==> config.mk <==
export PLATFORM = sky130hd
export DESIGN_NAME = fv_bank_rd_cntl
export DESIGN_NICKNAME = d
export VERILOG_FILES = /design/src/rtl/sys_defs.sv /design/src/rtl/fv_bank_rd_cntl.sv
export SDC_FILE = /design/constraint.sdc
export NUM_CORES = 1
export LEC_CHECK = 0
export ABC_AREA = 1
export ABC_CLOCK_PERIOD_IN_PS = 1700
export CAP_MARGIN = 5
export CORE_MARGIN = 3
export CORE_UTILIZATION = 44
export DETAILED_ROUTE_END_ITERATION = 10
export GPL_TIMING_DRIVEN = 0
export HOLD_SLACK_MARGIN = 0.08
export PLACE_DENSITY = 0.79
export REMOVE_ABC_BUFFERS = 1
export SLEW_MARGIN = 30
export SYNTH_ARGS = -nofsm -noshare
export SYNTH_HDL_FRONTEND = slang
export SYNTH_SLANG_ARGS = --single-unit
==> constraint.sdc <==
create_clock -name clk -period 1.7 [get_ports clk]
set_clock_uncertainty 0.15 [all_clocks]
set_input_delay 0.34 -clock clk [delete_from_list [all_inputs] [get_ports clk]]
set_output_delay 0.34 -clock clk [all_outputs]
set_load 0.005 [all_outputs]
==> src/rtl/sys_defs.sv <==
// Shared definitions for the FV memory subsystem.
//  - Geometry of one FV bank and of the words streamed to the PEs.
//  - FV_MEM_CNTL2FV_Bank_CNTL: routed request from the FV memory controller.
//  - FV_Bank_CNTL2PE: word stream from a bank responder to the PE side.
//  - fv_bank_state_t: state of the per-bank read responder.
package sys_defs;

  localparam int Num_Banks_FV = 4;

  localparam int PE_TAG_W     = 2;
  localparam int BANK_ADDR_W  = 2;
  localparam int FV_WORDS     = 4;   // power of 2, >= 2
  localparam int DATA_W       = 16;
  localparam int SRAM_LAT     = 1;   // the responder is built around a 1-cycle SRAM

  localparam int IDX_W        = $clog2(FV_WORDS);
  localparam int MEM_ADDR_W   = BANK_ADDR_W + IDX_W;

  typedef struct packed {
    logic                   valid;
    logic [PE_TAG_W-1:0]    PE_tag;
    logic [BANK_ADDR_W-1:0] FV_Bank_addr;
  } FV_MEM_CNTL2FV_Bank_CNTL;

  typedef struct packed {
    logic                valid;
    logic                last;
    logic [PE_TAG_W-1:0] PE_tag;
    logic [DATA_W-1:0]   data;
  } FV_Bank_CNTL2PE;

  typedef enum logic [1:0] {
    IDLE    = 2'd0,
    ISSUE   = 2'd1,
    CAPTURE = 2'd2,
    HOLD    = 2'd3
  } fv_bank_state_t;

endpackage

==> src/rtl/fv_bank_rd_cntl.sv <==
// Per-bank FV read responder.
// Accepts one routed read request, reads FV_WORDS consecutive words of the
// addressed feature vector from the bank SRAM (1-cycle latency) and streams
// them to the PE side, one word per ISSUE/CAPTURE/HOLD round.
//
// Ports:
//  clk, reset                  clock, synchronous active-high reset
//  req_valid/req_pe_tag/req_bank_addr   request from the FV memory controller
//  bank_busy                   registered, high while a request is in flight
//  mem_en/mem_addr/mem_rdata   SRAM read port (rdata valid the cycle after mem_en)
//  out_valid/out_ready/out_data/out_pe_tag/out_last   word stream to the PE side
//  proto_err                   sticky, set when a request arrives while busy
//
// Handshake: a word transfers on a rising clk edge where out_valid and
// out_ready are both high; out_valid, out_data, out_pe_tag and out_last stay
// stable from the cycle out_valid rises until that transfer, and out_valid is
// never withdrawn without a transfer (except by reset).
//
// The FSM state is kept in state_q (fv_bank_state_t) for probing.
module fv_bank_rd_cntl
  import sys_defs::*;
(
  input  logic                   clk,
  input  logic                   reset,
  input  logic                   req_valid,
  input  logic [PE_TAG_W-1:0]    req_pe_tag,
  input  logic [BANK_ADDR_W-1:0] req_bank_addr,
  output logic                   bank_busy,
  output logic                   mem_en,
  output logic [MEM_ADDR_W-1:0]  mem_addr,
  input  logic [DATA_W-1:0]      mem_rdata,
  output logic                   out_valid,
  input  logic                   out_ready,
  output logic [DATA_W-1:0]      out_data,
  output logic [PE_TAG_W-1:0]    out_pe_tag,
  output logic                   out_last,
  output logic                   proto_err
);

  fv_bank_state_t         state_q, state_d;
  logic [IDX_W-1:0]       idx_q, idx_d;
  logic [PE_TAG_W-1:0]    tag_q, tag_d;
  logic [BANK_ADDR_W-1:0] addr_q, addr_d;

  logic                   bank_busy_d;
  logic                   mem_en_d;
  logic [MEM_ADDR_W-1:0]  mem_addr_d;
  logic                   out_valid_d;
  logic [DATA_W-1:0]      out_data_d;
  logic [PE_TAG_W-1:0]    out_pe_tag_d;
  logic                   out_last_d;
  logic                   proto_err_d;

  always_comb begin
    state_d      = state_q;
    idx_d        = idx_q;
    tag_d        = tag_q;
    addr_d       = addr_q;
    out_valid_d  = out_valid;
    out_data_d   = out_data;
    out_pe_tag_d = out_pe_tag;
    out_last_d   = out_last;
    // A request outside IDLE is dropped but remembered as an error.
    proto_err_d  = proto_err | (req_valid && (state_q != IDLE));

    case (state_q)
      IDLE: begin
        if (req_valid) begin
          tag_d   = req_pe_tag;
          addr_d  = req_bank_addr;
          idx_d   = '0;
          state_d = ISSUE;
        end
      end
      ISSUE: begin
        state_d = CAPTURE;
      end
      CAPTURE: begin
        out_data_d   = mem_rdata;
        out_valid_d  = 1'b1;
        out_pe_tag_d = tag_q;
        out_last_d   = (idx_q == IDX_W'(FV_WORDS - 1));
        state_d      = HOLD;
      end
      HOLD: begin
        if (out_ready) begin
          out_valid_d = 1'b0;
          out_last_d  = 1'b0;
          if (out_last) begin
            state_d = IDLE;
          end else begin
            idx_d   = idx_q + IDX_W'(1);
            state_d = ISSUE;
          end
        end
      end
      default: begin
        state_d = IDLE;
      end
    endcase

    // Registered outputs are derived from the next state so that they line
    // up with the state they belong to.
    bank_busy_d = (state_d != IDLE);
    mem_en_d    = (state_d == ISSUE);
    // Concatenation keeps the word index out of the bank-entry field.
    mem_addr_d  = mem_en_d ? {addr_d, idx_d} : mem_addr;
  end

  always_ff @(posedge clk) begin
    if (reset) begin
      state_q    <= IDLE;
      idx_q      <= '0;
      tag_q      <= '0;
      addr_q     <= '0;
      bank_busy  <= 1'b0;
      mem_en     <= 1'b0;
      mem_addr   <= '0;
      out_valid  <= 1'b0;
      out_data   <= '0;
      out_pe_tag <= '0;
      out_last   <= 1'b0;
      proto_err  <= 1'b0;
    end else begin
      state_q    <= state_d;
      idx_q      <= idx_d;
      tag_q      <= tag_d;
      addr_q     <= addr_d;
      bank_busy  <= bank_busy_d;
      mem_en     <= mem_en_d;
      mem_addr   <= mem_addr_d;
      out_valid  <= out_valid_d;
      out_data   <= out_data_d;
      out_pe_tag <= out_pe_tag_d;
      out_last   <= out_last_d;
      proto_err  <= proto_err_d;
    end
  end

endmodule

==> impl_metrics.csv <==
group,metric,value,unit
detailed_routing,wl_per_cell,12.0,microns
pwr,vdd_ir_drop_max,0.703,mV
synth,ys_ff_latch,35,
clock_network,cts_sinks,35,
synth,synth.avg_cell_area,7.55,sq um
detailed_routing,viasPerCell,4.71,
cells_and_area,syn_to_final_growth,47.6,%
clock_network,clk_pin_slew,100,ps
sta,max_freq,600,MHz
cells_and_area,final-seq-area,722,sq um
sta,tightest_slew,406,ps
clock_network,clockRootBuffer,"clkbuf_4",
global_route,grt_pass1_vias,1280,
sta,setup_ws,34.0,ps
global_route,track_usage,0.170,
setup_path,path_class,"flip-flop to output port",
setup_path,crit_buf_inv,1,
detailed_routing,ant_nets,0,
cells_and_area,drive_above_1_share,0.169,
setup_path,startpoint,"out_pe_tag[1]",
cells_and_area,nFillCells,259,
sta,maxSlewHeadroom,0.728,
sta,final-max-slew-violation-count,0,
detailed_routing,wirelength,3430,microns
job,drv_cap,0,
clock_network,cts_buffers,5,
setup_path,arrival,1180,ps
pwr,total_leakage_power,0.00120,uW
synth,syn-cell-area,0.00143,sq mm
detailed_routing,firstDrtPassIters,5,
clock_network,insertion_delay,340,ps
detailed_routing,post-route-drc-count,0,
pwr,p_per_area,1360,mW/mm^2
setup_path,r2r-end,"mem_addr[0]",
synth,yosys_warnings,0,
synth,ys_seq_area_frac,0.489,
cells_and_area,antennaDiodeCount,0,
detailed_routing,top_layer_used,"met4",
detailed_routing,drtIter0Drc,57,
global_route,grt_pass1_wl,5430,microns
floorplan,fp.dieH,63.1,microns
detailed_routing,met3WireLength,367,microns
setup_path,r2r_setup_slack,150,ps
detailed_routing,wl_met1,1430,microns
sta,finalCritPeriodShare,0.980,
setup_path,slowest_delay,490,ps
setup_path,crit_fanout,2,
setup_path,timing.rr.start,"state_q[0]",
sta,hold_viol_final,0,
place,pre_cts_ws,-331,ps
synth,syn-instance-count,190,
synth,ys_top_cells_by_area,"dfxtp_1 (49%), nor2_1 (14%), nand2_1 (5.8%), o21ai_0 (5.2%), inv_1 (4.5%)",
synth,synth_top_area_cell,"dfxtp_1",
synth,synth_top_area_frac,0.489,
sta,fin_crit,1670,ps
floorplan,rows,20,
floorplan,die_x,63.1,microns
place,dp_hpwl,2170,microns
setup_path,startpoint_type,"flip-flop",
floorplan,io_pins,51,
setup_path,cp-end-kind,"output port",
place,routabilityCongestion,0.845,
detailed_routing,wl_met2,1590,microns
global_route,antenna_found_initial,0,
min_path,min_from,"out_valid",
setup_path,critPathCapture,"out_pe_tag[1]",
global_route,grt_overflow,0,
floorplan,dieArea,0.00398,sq mm
floorplan,initial_core_util,0.466,
setup_path,crit_chain,"clkdlybuf4s50_1",
setup_path,cp_top_family,"buffers and inverters",
place,place.port_buffers,50,
setup_path,worst_ep_required_time,1210,ps
clock_network,cts_tree,"built",
clock_network,clock_path_buffers,2,
sta,worst_hold_slack,313,ps
global_route,grt_max_degree,27,
synth,yosys.cell_types.count,21,
detailed_routing,vias,1347,
status,outcome,"finished clean",
setup_path,cp_slowest_cell,"clkdlybuf4s50_1",
cells_and_area,fin_nets,269,
setup_path,reg2reg_depth,9,
sta,setup_viol,0,
floorplan,core,0.00308,sq mm
setup_path,cp_num_cells,1,
clock_network,htree_levels,2,
min_path,hold_class,"flip-flop to flip-flop",
cells_and_area,multi_input_area,641,sq um
==> registers in the layout (all words and copies together), names as in the netlist, 2 cells and up <==
signal,flops
out_pe_tag,2
tag_q,2
state_q,2
out_data,16
addr_q,2
mem_addr,4
idx_q,2
==> worst min-delay path by stage <==
| stage | depth (start not counted) | end | slack [ps] |
|---|---|---|---|
| detailed placement | 2 | out_valid | 300 |
| floorplan | 1 | bank_busy | 260 |
| global placement | 2 | proto_err | 300 |
| global route | 2 | proto_err | 340 |
| CTS | 2 | out_valid | 320 |
| finish | 2 | out_valid | 310 |
==> worst min-delay path: cells and delay by family (launching register included) <==
family	cells	cell delay (ps)
flip-flops	1	330
AO/OA/AOI/OAI	1	50
AND/OR/NAND/NOR	1	50
==> kinds of logic after synthesis <==
family                   count (synthesis)  synth area share
AND/OR/NAND/NOR                         95             0.290
flip-flops                              35             0.489
AO/OA/AOI/OAI                           28             0.103
buffers and inverters                   28            0.0838
adder cells (fa/ha/maj)                  4            0.0349
==> power by group <==
part	total, uW	switching [uW]	internal, uW
clock network	522	279	243
logic	1190	613	579
registers	1160	103	1060
==> layout make-up <==
| cell class | instances | area share |
|---|---|---|
| clock buffers | 8 | 0.0325 |
| repair buffers | 51 | 0.261 |
| inverters | 21 | 0.0372 |
| multi-input cells | 127 | 0.303 |
| well taps | 44 | 0.0260 |
| flip-flops and latches | 35 | 0.341 |
==> repair_timing <==
action,CTS,global route
resized for setup,5,37
setup buffers,0,1
cloned,0,0
endpoints found under the setup margin,31,28
pin swaps,0,1
hold buffers,0,0
==> synth_stat cells <==
| cell type | n |
|---|---|
| ha_1 | 4 |
| o21ai_2 | 2 |
| inv_1 | 17 |
| nand2_1 | 22 |
| or2_0 | 2 |
| o21ai_0 | 15 |
| o21ai_1 | 7 |
| buf_2 | 5 |
| a21oi_1 | 4 |
| nand3_4 | 1 |
| nor2_1 | 55 |
| clkbuf_2 | 1 |
| dfxtp_1 | 35 |
| buf_6 | 1 |
| nand2_2 | 2 |
| nand4_1 | 1 |
| nand3_2 | 2 |
| nand3_1 | 8 |
| nand2_4 | 1 |
| and2_1 | 1 |
| inv_2 | 4 |
==> cell usage in the layout, fill, tap and decap left out, types with 7 or more instances in the layout <==
cell type,count
nor2_1,55
clkdlybuf4s50_1,31
nand2_1,22
dfxtp_1,18
dlymetal6s2s_1,18
dfxtp_2,17
inv_1,16
o21ai_0,15
nand3_1,8
o21ai_1,7
==> routing by layer <==
| layer | up-vias | global-route usage |
|---|---|---|
| li1 | 688 | - |
| met3 | 6 | 0.0856 |
| met5 | - | 0 |
| met2 | 44 | 0.273 |
| met4 | 0 | 0.0826 |
| met1 | 609 | 0.186 |
==> through the flow <==
step                setup TNS (ps)  utilization  std cells  cell area (sq um)  total power (uW)
CTS                              0        0.660        285               2030              2850
floorplan                        0            -        183               1390              1770
global route                 -1.18        0.688        286               2120              3090
detailed placement           -6960        0.633        277               1950              2320
finish                           0        0.688        286               2120              2870
global placement             -6560        0.633        277               1950              2290
Note: power is estimated with default switching activity, not from simulation.
